`src/rtl/sysid_checker_pkg.sv`:
```
// sysid_checker_pkg: shared types and constants for the system-ID checker.
package sysid_checker_pkg;

    localparam int DATA_W = 32;

    localparam logic ADDR_ID = 1'b0;
    localparam logic ADDR_TS = 1'b1;

    typedef enum logic [2:0] {
        IDLE,
        RD_ID_REQ,
        RD_ID_WAIT,
        RD_TS_REQ,
        RD_TS_WAIT,
        DONE
    } state_e;

endpackage

```
`src/rtl/sysid_word_reader.sv`:
```
// sysid_word_reader: one Avalon-MM read handshake (request, then wait for readdatavalid).
// With SYSID_CHECK_TIMEOUT_EN a 16-bit counter aborts a request or wait phase that runs too long.
module sysid_word_reader
    import sysid_checker_pkg::*;
#(
    parameter int TIMEOUT_CYCLES = 1024
) (
    input  logic clock,
    input  logic reset_n,
    input  logic issue,
    input  logic issue_addr,
    output logic avm_address,
    output logic avm_read,
    input  logic avm_waitrequest,
    input  logic avm_readdatavalid,
    output logic accepted,
    output logic data_valid,
    output logic timed_out
);

    if (TIMEOUT_CYCLES < 2) begin : g_tmo_check
        $error("sysid_word_reader: TIMEOUT_CYCLES must be at least 2");
    end

    logic read_q, read_d;
    logic addr_q, addr_d;
    logic wait_q, wait_d;
    logic tmo;

    assign accepted    = read_q & ~avm_waitrequest;
    assign data_valid  = wait_q & avm_readdatavalid;
    assign avm_read    = read_q;
    assign avm_address = addr_q;
    assign timed_out   = tmo;

`ifdef SYSID_CHECK_TIMEOUT_EN
    localparam logic [15:0] TMO_LAST = 16'(TIMEOUT_CYCLES - 1);

    logic [15:0] cnt_q, cnt_d;

    // A phase that completes on its final allowed cycle is not treated as a timeout.
    assign tmo = (read_q | wait_q) & (cnt_q == TMO_LAST) & ~accepted & ~data_valid;

    always_comb begin
        cnt_d = (issue | accepted) ? 16'd0 : (read_q | wait_q) ? cnt_q + 16'd1 : cnt_q;
    end

    always_ff @(posedge clock or negedge reset_n) begin
        if (!reset_n) cnt_q <= 16'd0;
        else          cnt_q <= cnt_d;
    end
`else
    assign tmo = 1'b0;
`endif

    always_comb begin
        read_d = issue | (read_q & avm_waitrequest & ~tmo);
        wait_d = accepted | (wait_q & ~avm_readdatavalid & ~tmo);
        addr_d = issue ? issue_addr : addr_q;
    end

    always_ff @(posedge clock or negedge reset_n) begin
        if (!reset_n) begin
            read_q <= 1'b0;
            wait_q <= 1'b0;
            addr_q <= ADDR_ID;
        end else begin
            read_q <= read_d;
            wait_q <= wait_d;
            addr_q <= addr_d;
        end
    end

endmodule

```
`src/rtl/sysid_checker_master.sv`:
```
// sysid_checker_master: reads system-ID words 0 (ID) and 1 (timestamp) and compares them to expected values.
// Optional build macro SYSID_CHECK_TIMEOUT_EN enables the per-transaction timeout.
module sysid_checker_master
    import sysid_checker_pkg::*;
#(
    parameter logic [DATA_W-1:0] EXPECTED_ID    = 32'd0,
    parameter logic [DATA_W-1:0] EXPECTED_TS    = 32'd1427262868,
    parameter int                AUTO_START     = 1,
    parameter int                TIMEOUT_CYCLES = 1024
) (
    input  logic              clock,
    input  logic              reset_n,
    input  logic              start,
    output logic              avm_address,
    output logic              avm_read,
    input  logic              avm_waitrequest,
    input  logic [DATA_W-1:0] avm_readdata,
    input  logic              avm_readdatavalid,
    output logic              busy,
    output logic              done,
    output logic              id_match,
    output logic              ts_match,
    output logic              pass,
    output logic [DATA_W-1:0] id_value,
    output logic [DATA_W-1:0] ts_value,
    output logic              timeout
);

    state_e            state_q, state_d;
    logic [DATA_W-1:0] id_value_q, id_value_d;
    logic [DATA_W-1:0] ts_value_q, ts_value_d;
    logic              id_match_q, id_match_d;
    logic              ts_match_q, ts_match_d;
    logic              timeout_q, timeout_d;
    logic              auto_q, auto_d;
    logic              issue, issue_addr;
    logic              accepted, data_valid, timed_out;

    sysid_word_reader #(
        .TIMEOUT_CYCLES(TIMEOUT_CYCLES)
    ) u_reader (
        .clock            (clock),
        .reset_n          (reset_n),
        .issue            (issue),
        .issue_addr       (issue_addr),
        .avm_address      (avm_address),
        .avm_read         (avm_read),
        .avm_waitrequest  (avm_waitrequest),
        .avm_readdatavalid(avm_readdatavalid),
        .accepted         (accepted),
        .data_valid       (data_valid),
        .timed_out        (timed_out)
    );

    always_comb begin
        state_d    = state_q;
        id_value_d = id_value_q;
        ts_value_d = ts_value_q;
        id_match_d = id_match_q;
        ts_match_d = ts_match_q;
        timeout_d  = timeout_q;
        auto_d     = 1'b0;
        issue      = 1'b0;
        issue_addr = ADDR_ID;
        case (state_q)
            IDLE, DONE: begin
                if (start || auto_q) begin
                    state_d    = RD_ID_REQ;
                    issue      = 1'b1;
                    id_value_d = '0;
                    ts_value_d = '0;
                    id_match_d = 1'b0;
                    ts_match_d = 1'b0;
                    timeout_d  = 1'b0;
                end
            end
            RD_ID_REQ:  if (accepted) state_d = RD_ID_WAIT;
            RD_ID_WAIT: begin
                if (data_valid) begin
                    state_d    = RD_TS_REQ;
                    id_value_d = avm_readdata;
                    issue      = 1'b1;
                    issue_addr = ADDR_TS;
                end
            end
            RD_TS_REQ:  if (accepted) state_d = RD_TS_WAIT;
            RD_TS_WAIT: begin
                if (data_valid) begin
                    state_d    = DONE;
                    ts_value_d = avm_readdata;
                    id_match_d = (id_value_q == EXPECTED_ID);
                    ts_match_d = (avm_readdata == EXPECTED_TS);
                end
            end
            default:    state_d = IDLE;
        endcase
        // The ID word is only valid if the abort happened during the timestamp read.
        if (timed_out) begin
            state_d    = DONE;
            timeout_d  = 1'b1;
            id_match_d = (state_q == RD_TS_REQ || state_q == RD_TS_WAIT) && (id_value_q == EXPECTED_ID);
            ts_match_d = 1'b0;
        end
    end

    always_ff @(posedge clock or negedge reset_n) begin
        if (!reset_n) begin
            state_q    <= IDLE;
            id_value_q <= '0;
            ts_value_q <= '0;
            id_match_q <= 1'b0;
            ts_match_q <= 1'b0;
            timeout_q  <= 1'b0;
            auto_q     <= (AUTO_START != 0);
        end else begin
            state_q    <= state_d;
            id_value_q <= id_value_d;
            ts_value_q <= ts_value_d;
            id_match_q <= id_match_d;
            ts_match_q <= ts_match_d;
            timeout_q  <= timeout_d;
            auto_q     <= auto_d;
        end
    end

    assign busy     = (state_q != IDLE) && (state_q != DONE);
    assign done     = (state_q == DONE);
    assign id_match = id_match_q;
    assign ts_match = ts_match_q;
    assign pass     = done & id_match_q & ts_match_q;
    assign id_value = id_value_q;
    assign ts_value = ts_value_q;
    assign timeout  = timeout_q;

endmodule

```
`config.mk`:
```
export PLATFORM = sky130hd
export DESIGN_NAME = sysid_checker_master
export DESIGN_NICKNAME = d
export VERILOG_FILES = /design/src/rtl/sysid_checker_pkg.sv /design/src/rtl/sysid_word_reader.sv /design/src/rtl/sysid_checker_master.sv
export SDC_FILE = /design/constraint.sdc
export NUM_CORES = 1
export LEC_CHECK = 0
export BUFFER_PORTS_ARGS = -buffer_cell sky130_fd_sc_hd__buf_2
export CAP_MARGIN = 20
export CORE_UTILIZATION = 46
export CTS_CLUSTER_SIZE = 8
export DETAILED_ROUTE_END_ITERATION = 8
export HOLD_SLACK_MARGIN = 0.05
export PLACE_DENSITY = 0.73
export SETUP_SLACK_MARGIN = 0.4
export SYNTH_ARGS = -nofsm -noshare
export SYNTH_HDL_FRONTEND = slang
export SYNTH_SLANG_ARGS = --single-unit
```
`constraint.sdc`:
```
create_clock -name clock -period 1.9 [get_ports clock]
set_clock_uncertainty 0.2 [all_clocks]
set_input_delay 0.095 -clock clock [delete_from_list [all_inputs] [get_ports clock]]
set_output_delay 0.095 -clock clock [all_outputs]
set_load 0.05 [all_outputs]
```
==> results of run 1 <==
-- power groups by stage --
stage | Clock, W | Combinational, W | Sequential (W)
global route | 0.00114 | 0.00338 | 0.00218
CTS | 0.00107 | 0.00302 | 0.00213
global placement | 0 | 0.00268 | 0.00216
floorplan | 0 | 0.00107 | 0.00312
finish | 0.00106 | 0.00322 | 0.00214
detailed placement | 0 | 0.00272 | 0.00217
-- layout by cell type, fill, tap and decap left out, drive strengths merged, types with 3 or more instances in the layout --
| cell type | n |
|---|---|
| inv | 35 |
| buf | 137 |
| dlygate4sd3 | 37 |
| o21ai | 39 |
| clkbuf | 15 |
| nor2 | 3 |
| nand4 | 3 |
| a21oi | 3 |
| nand2 | 103 |
| nor3 | 5 |
| dfrtp | 72 |
| mux2i | 31 |
| nor4 | 10 |
-- how the worst max path moves through the flow --
stage	from	end	slack, ps	cells past startpoint
2_1_floorplan	auto_q	id_match	90	4
6_report	avm_readdatavalid	ts_value[24]	40	8
5_1_grt	state_q[2]	id_value[8]	-20	6
3_3_place_gp	state_q[0]	id_value[16]	140	5
3_5_place_dp	auto_q	ts_value[6]	60	5
4_1_cts	state_q[2]	id_value[2]	90	6
-- cell type report --
type                       instances  area, um^2  area share, %
clock inverter                     3       17.52         0.3556
multi-input combinational        222        1314          26.67
timing repair buffer             177        1364          27.69
inverter                          35       133.9          2.718
clock buffer                      12       145.1          2.946
tap                               96       120.1          2.438
sequential                        73        1832          37.19
-- routing by layer --
layer  routed length (um)  GRT usage (%)
met3                  528          5.308
met1                 4322          34.18
met2                 4758          43.02
met4                  130          7.452
met5                    0              0
-- per-stage QoR --
step | setup slack, ps | cells | utilization (%) | hold slack, ps | total power, W
2_1_floorplan | 85.68 | 350 | - | -400.6 | 0.004193
3_3_place_gp | 143.9 | 546 | 58.73 | -182.5 | 0.004838
3_5_place_dp | 63.60 | 546 | 58.73 | -177.1 | 0.004886
4_1_cts | 87.96 | 610 | 69.00 | -111.3 | 0.006215
5_1_grt | -16.61 | 618 | 71.32 | 20.78 | 0.006695
6_report | 42.46 | 618 | 71.32 | -0.7714 | 0.006417
-- synth_stat cells, drive strengths merged, types with 2 or more instances --
master  instances  share of area (%)
nand2         103                 12
dfrtp          72                 54
o21ai          39                5.9
inv            35                3.9
mux2i          31                9.3
buf            15                3.6
nor4           10                1.9
clkbuf          5               0.56
nor3            5               0.75
a21oi           3               0.79
nand4           3               0.56
nor2            3               0.34
nand3           2               0.30
nor3b           2               0.60
nor4b           2               0.53
xor2            2               0.53
-- critical path: stages --
cell and delay [ps]:
buf_2 100, dlygate4sd3_1 590, nand2_2 100, a211o_1 340, a21oi_4 180, buf_12 150
clkbuf_16 160, mux2i_1 180
-- flip-flops by register name (all words and copies together), names as in the netlist --
name                  cells
u_reader.avm_read         1
auto_q                    1
ts_value                 32
id_value                 32
ts_match                  1
state_q                   3
u_reader.wait_q           1
id_match                  1
u_reader.avm_address      1
-- cell families (layout without fill, tap and decap cells) --
family / count (synthesis) / in the layout / synth area share (%)
AOI/OAI and AO/OA: 48 / 48 / 8.181
DFF: 73 / 73 / 54.82
muxes: 32 / 32 / 9.756
and+or+nand+nor: 138 / 138 / 18.46
xor gates and xnor gates: 2 / 2 / 0.5254
buffers and inverters: 55 / 227 / 8.143
other: 1 / 2 / 0.1125
-- repair_timing --
item	4_1_cts	5_1_grt
hold endpoints to repair	143	24
pin swaps	2	6
setup buffers	12	3
setup endpoints to repair	71	72
hold buffers	36	1
gates resized for setup	17	14
cloned	1	4
==> flow_summary.ini, run 1 <==
[outcome]
status = finished with violations
failed_checks = negative hold slack

[pwr]
cellLeakagePower_nw = 2.330
ir_drop_v = 0.001014
intPower_w = 0.003478
powerDensity_nw_per_um2 = 1303
p_sw_w = 0.002938
seqPwrFrac_pct = 33.4
combinationalPowerShare_pct = 50.1
p_sw_share_pct = 45.79
clock_power_share_pct = 16.5

[cells_and_area]
fillers = 540
layout.nets = 555
n_antenna_cell = 0
area_growth_pct = 47.73
drive_gt1_share_pct = 33.91
fin_area_um2 = 4926

[hold_path]
min_path_type = input pin to async pin

[sta]
fin_crit_sh_pct = 97.77
slew_violations = 0
max_clock_freq_mhz = 538.3
period_needed_ps = 1858
fin_setup_tns_ps = 0
finalHoldViolations = 3
rsz0062_at_grt = true
fin_hold_ws_ps = -0.7714
setup_viol = 0

[critical_path]
r2r-start = state_q[2]
reg2reg_slack_ps = 40
reg2reg_depth = 6
cp.arrival_ps = 1920
cp-end-kind = flip-flop
path_max_fanout = 8
rr_endpoint = id_value[12]
worstPathRequired_ps = 1960
startpoint_type = input pin
worstSetupPathType = input pin to flip-flop

[cts]
clockBufferDepth = 2
clkLatencyLatePin_ps = 340
path_clk_slew_ps = 80
cts_tree = yes
clock-sinks = 73
cts_max_level = 3
root_buffer = clkbuf_8
cts_buffers = 9

[yosys]
synth-main-ff-cell = dfrtp_1
ys_ff_latch = 73
async_flop_share_pct = 100.0
synth_edf_count = 0
ys_seq_area_share_pct = 54.82
yosysWarnings = 0
syn_area_um2 = 3334
yosysUniqueCellTypes = 40
synthCells = 349
avgSynthCellArea_um2 = 9.554

[route]
route.antenna.remaining_nets = 0
viasPerCell = 5.089
vias = 3145
drc = 0
wl_um = 9740
wl_per_cell_um = 15.76
drt_iter0_drc = 165
first_pass_iters = 4

[global_route]
grt_max_degree = 35
grt.total_usage_pct = 25.79
grt_pass1_vias = 3064
overflow = 0
antenna_found_initial = 0
grt_pass1_wl_um = 14830

[run]
maxCapViolations = 0

[place]
dpl.hpwl_um = 6163
port_buffers = 107
gp_congestion = 0.8439
placed_area_um2 = 4056

[floorplan]
die-area_um2 = 7593
fp.dieW_um = 87.14
start_util_pct = 48.28
die_h_um = 87.14
io_pins = 109
fp-row-count = 30
core_um2 = 6907
(Power assumes the default switching activity.)
==> inputs of run 2 (changes only) <==
--- a/config.mk
+++ b/config.mk
@@ -12,7 +12,7 @@
 export DETAILED_ROUTE_END_ITERATION = 8
 export HOLD_SLACK_MARGIN = 0.05
 export PLACE_DENSITY = 0.73
-export SETUP_SLACK_MARGIN = 0.4
+export SETUP_SLACK_MARGIN = 0.15
 export SYNTH_ARGS = -nofsm -noshare
 export SYNTH_HDL_FRONTEND = slang
 export SYNTH_SLANG_ARGS = --single-unit
==> run 2 against run 1 <==
  * The run still ends with negative hold slack left
  * Via count fell by 2.4%
  * Routed wire length fell by 4.4%
  * Sequential cell count did not move
  * Worst hold slack got worse by 0.52 ps
  * Setup slack got worse by 6.3 ps
==> flow_summary.ini, run 2 (same netlist as run 1, synthesis figures left out) <==
[outcome]
status = finished with violations
failed_checks = negative hold slack

[place]
gp_congestion = 0.7940
dp_slack_ps = 70.16
dpl.hpwl_um = 6211
placedCellCount = 545
placed_area_um2 = 4039
port_buffers = 107

[sta]
fin_hold_ws_ps = -1.289
max_clock_freq_mhz = 536.5
rsz0062_at_grt = true
finalHoldViolations = 1
setup_viol = 0
timing.final.ws_setup_ps = 36.17
slew_violations = 0
fin_crit_sh_pct = 98.10
period_needed_ps = 1864

[route]
route.antenna.remaining_nets = 0
wl_um = 9311
first_pass_iters = 4
wl_per_cell_um = 15.36
viasPerCell = 5.064
drc = 0
vias = 3069
drt_iter0_drc = 146

[global_route]
grt_max_degree = 38
grt_use_met1_pct = 34.16
use_met2_pct = 39.37
overflow = 0
grt_pass1_vias = 3027
antenna_found_initial = 0
grt_pass1_wl_um = 14520
top_usage_layer = met2
grt.total_usage_pct = 25.22
grtUsageMet3_pct = 5.118

[hold_path]
min_path_type = input pin to flip-flop
holdPathStages = 5

[critical_path]
startpoint_type = input pin
reg2reg_depth = 6
cp.arrival_ps = 1930
cp-end-kind = flip-flop
worstPathRequired_ps = 1960
path_max_fanout = 8
worstSetupPathType = input pin to flip-flop

[pwr]
ir_drop_v = 0.0008524
cellLeakagePower_nw = 2.259
powerDensity_nw_per_um2 = 1345

[cells_and_area]
fin_area_um2 = 4756
n_antenna_cell = 0
final_common_cell = buf_2
fillers = 576
layout_common_cells = buf_2, nand2_1, dfrtp_1
multi_input_area_um2 = 1282
post-route-util_pct = 68.86
layout.nets = 543
area_growth_pct = 42.63
final_cells = 606
drive_gt1_share_pct = 30.98
seq_area_um2 = 1832

[cts]
cts_buffers = 9
cts_tree = yes
clockBufferDepth = 2
clock-sinks = 73
path_clk_slew_ps = 70
clkLatencyLatePin_ps = 350
cts_max_level = 3
root_buffer = clkbuf_8

[floorplan]
core_um2 = 6907
die-area_um2 = 7593
fp.dieW_um = 87.14
io_pins = 109
start_util_pct = 48.28
die_h_um = 87.14
fp-row-count = 30

[run]
maxCapViolations = 0
[run 2: cell types whose count changed in the layout (fill, tap and decap cells not counted), moves of 2 or more]
cell	previous run	this run
buf_6	10	3
nand2_1	99	102
nand2_2	4	1
buf_8	2	0
bufinv_16	0	2
clkbuf_1	2	0
[run 2: repair_timing]
action | CTS | global route
pin swaps | 0 | 2
endpoints found under the hold margin | 144 | 4
hold buffers | 36 | 2
setup endpoints to repair | 64 | 69
cloned | 0 | 2
gates resized for setup | 5 | 6
buffers inserted | 1 | 6
[run 2: routing by layer]
layer	up-vias	wire, um
met1	1481	4097
met3	23	574
met2	119	4416
li1	1446	-
met5	-	0
met4	0	223
[run 2: critical path, stage by stage]
cell and delay, ps:
buf_2 100, dlygate4sd3_1 610, nand2_2 110, a211o_1 340, a21oi_4 180, buf_4 160
clkbuf_16 160, mux2i_1 170
[run 2: power breakdown]
part	leakage (nW)	internal, W	total, W	switching [W]
clock network	0.109	0.000728	0.00131	0.000584
logic	1.15	0.000916	0.00293	0.00201
registers	1.00	0.00187	0.00216	0.000287
total	2.26	0.00352	0.00640	0.00288
[run 2: cell type report]
class	count	area share (%)
inverter	35	2.762
sequential	73	38.52
timing repair buffer	165	24.86
clock inverter	6	1.763
multi-input combinational	222	26.97
tap	96	2.526
clock buffer	9	2.605
[run 2: metrics by stage]
step	TNS, ps	power [W]
global placement	0	0.004828
detailed placement	0	0.004882
CTS	0	0.006256
finish	0	0.006399
floorplan	0	0.004142
global route	-79.33	0.006714
[run 2: worst paths after layout]
| path | start | end | slack [ps] |
|---|---|---|---|
| setup / recovery | avm_readdatavalid | ts_value[3] | 40 |
| hold / removal | avm_readdatavalid | state_q[0] | -1 |
| setup reg to reg | u_reader.wait_q | ts_value[3] | 60 |
| hold reg to reg | u_reader.avm_read | u_reader.avm_read | 300 |
| max in group asynchronous | reset_n | ts_value[4] | 850 |
| min in group asynchronous | reset_n | id_value[26] | 60 |
==> inputs of run 3 (changes only) <==
--- a/config.mk
+++ b/config.mk
@@ -5,10 +5,9 @@
 export SDC_FILE = /design/constraint.sdc
 export NUM_CORES = 1
 export LEC_CHECK = 0
-export BUFFER_PORTS_ARGS = -buffer_cell sky130_fd_sc_hd__buf_2
-export CAP_MARGIN = 20
+export BUFFER_PORTS_ARGS = -buffer_cell sky130_fd_sc_hd__buf_4
 export CORE_UTILIZATION = 46
-export CTS_CLUSTER_SIZE = 8
+export CTS_CLUSTER_SIZE = 16
 export DETAILED_ROUTE_END_ITERATION = 8
 export HOLD_SLACK_MARGIN = 0.05
 export PLACE_DENSITY = 0.73
==> run 3 against run 2 <==
  * The flow still finishes with violations (negative hold slack)
  * Clock-buffer cell count up 3
  * Largest power group unchanged
  * Setup slack better by 34 ps
  * Routed wire length up 0.39%
  * Fmax grew 1.9%
  * Sequential cell count is the same
  * Power increased by 6.5%
  * Sequential share of layout area decreased by 2.7 points
  * Worst hold slack got worse by 81 ps
  * Design area up 7.4%
==> flow_summary.ini, run 3 (same netlist as run 1, synthesis figures left out) <==
[cts]
cts_buffers = 9
root_buffer = clkbuf_8
cts_max_level = 3
clockBufferDepth = 2
cts_tree = yes
path_clk_slew_ps = 70
clkLatencyLatePin_ps = 350
clock-sinks = 73
hold_buffers = 36

[outcome]
failed_checks = negative hold slack
status = finished with violations

[hold_path]
min_to = ts_value[26]
holdPathStages = 3
min_path_type = input pin to flip-flop
min_from = avm_readdatavalid

[sta]
slew_violations = 0
max_clock_freq_mhz = 546.5
fin_setup_tns_ps = 0
setup_viol = 0
rsz0062_at_grt = true
fin_crit_sh_pct = 96.31
relSlewSlack_pct = 59.35
finalHoldViolations = 3
period_needed_ps = 1830
fin_hold_ws_ps = -82.25
worstMarginPinSlew_ps = 609.7

[place]
placedCellCount = 548
port_buffers = 107
dpl.hpwl_um = 6174
gp_congestion = 0.8439

[route]
drt_iter0_drc = 176
wl_um = 9347
route.antenna.remaining_nets = 0
first_pass_iters = 4
viasPerCell = 4.977
vias = 3056
drc = 0
wl_per_cell_um = 15.22

[floorplan]
start_util_pct = 48.28
die_h_um = 87.14
fp-row-count = 30
die-area_um2 = 7593
io_pins = 109
fp.dieW_um = 87.14
core_um2 = 6907

[critical_path]
r2r-start = auto_q
reg2reg_depth = 5
worstPathRequired_ps = 1930
slowest_stage = dfstp_2
startpoint_type = flip-flop
path_cells = nor3_2 -> a211o_1 -> a21oi_4 -> buf_4 -> mux2_4
path_max_fanout = 4
reg2reg_slack_ps = 70
worstSetupPathType = flip-flop to flip-flop
cp_slowest_stage_delay_ps = 550
crit_path_start = auto_q
rr_endpoint = id_match
cp.arrival_ps = 1860
cp-end-kind = flip-flop

[global_route]
antenna_found_initial = 0
grt_pass1_vias = 3041
grt_pass1_wl_um = 14980
grt.total_usage_pct = 26.13
overflow = 0
grt_max_degree = 48

[cells_and_area]
final_cells = 614
drive_gt1_share_pct = 32.82
post-route-util_pct = 73.95
layout.nets = 550
final_common_cell = buf_4
n_antenna_cell = 0
layout_common_cells = buf_4, nand2_1, dfrtp_1
area_growth_pct = 53.17

[pwr]
cellLeakagePower_nw = 2.334
powerDensity_nw_per_um2 = 1335
ir_drop_v = 0.0008118
power_w = 0.006817

[run]
maxCapViolations = 0
==> run 3: cell type report <==
type | count | area, um^2
Multi-Input combinational cell | 222 | 1297
Clock inverter | 4 | 73.82
Timing Repair Buffer | 172 | 1488
Sequential cell | 73 | 1832
Inverter | 35 | 131.4
Tap cell | 96 | 120.1
Fill cell | 522 | 1799
Clock buffer | 12 | 165.2
==> run 3: per-stage QoR <==
step	area (um^2)	worst slack [ps]
finish	5107	70.20
global route	5107	-8.632
CTS	5034	68.42
detailed placement	4302	-16.04
global placement	4302	57.74
floorplan	3372	85.68
==> run 3: critical path: cells and delay by family (launching register included) <==
kind / cells / cell delay (ps)
muxes: 1 / 290
buffers and inverters: 1 / 170
and+or+nand+nor: 1 / 40
DFF: 1 / 550
AOI/OAI and AO/OA: 2 / 480
==> run 3: timing repair <==
action | 4_1_cts | 5_1_grt
endpoints found under the hold margin | 130 | 3
gates cloned | 1 | 1
endpoints found under the setup margin | 68 | 68
setup buffers | 9 | 3
pin swaps | 1 | 2
gates resized for setup | 11 | 5
==> run 3: worst max-delay path by stage <==
| stage | endpoint | slack (ps) | cells after the start |
|---|---|---|---|
| finish | id_match | 70 | 5 |
| global placement | ts_value[22] | 60 | 5 |
| floorplan | id_match | 90 | 4 |
| CTS | ts_value[12] | 70 | 6 |
| global route | ts_value[12] | -9 | 6 |
| detailed placement | ts_value[25] | -20 | 5 |
==> run 3: routing by layer <==
metal	global-route usage [%]	part of all wire (%)	vias up
li1	-	-	1468
met1	34.58	43	1467
met2	42.66	49	105
met3	5.498	6.0	16
met4	9.538	1.6	0
met5	0	0	-
==> run 3: report_power, final <==
| part | internal (W) | switching (W) |
|---|---|---|
| registers | 0.00187 | 0.000291 |
| logic | 0.00118 | 0.00204 |
| clock network | 0.000848 | 0.000579 |
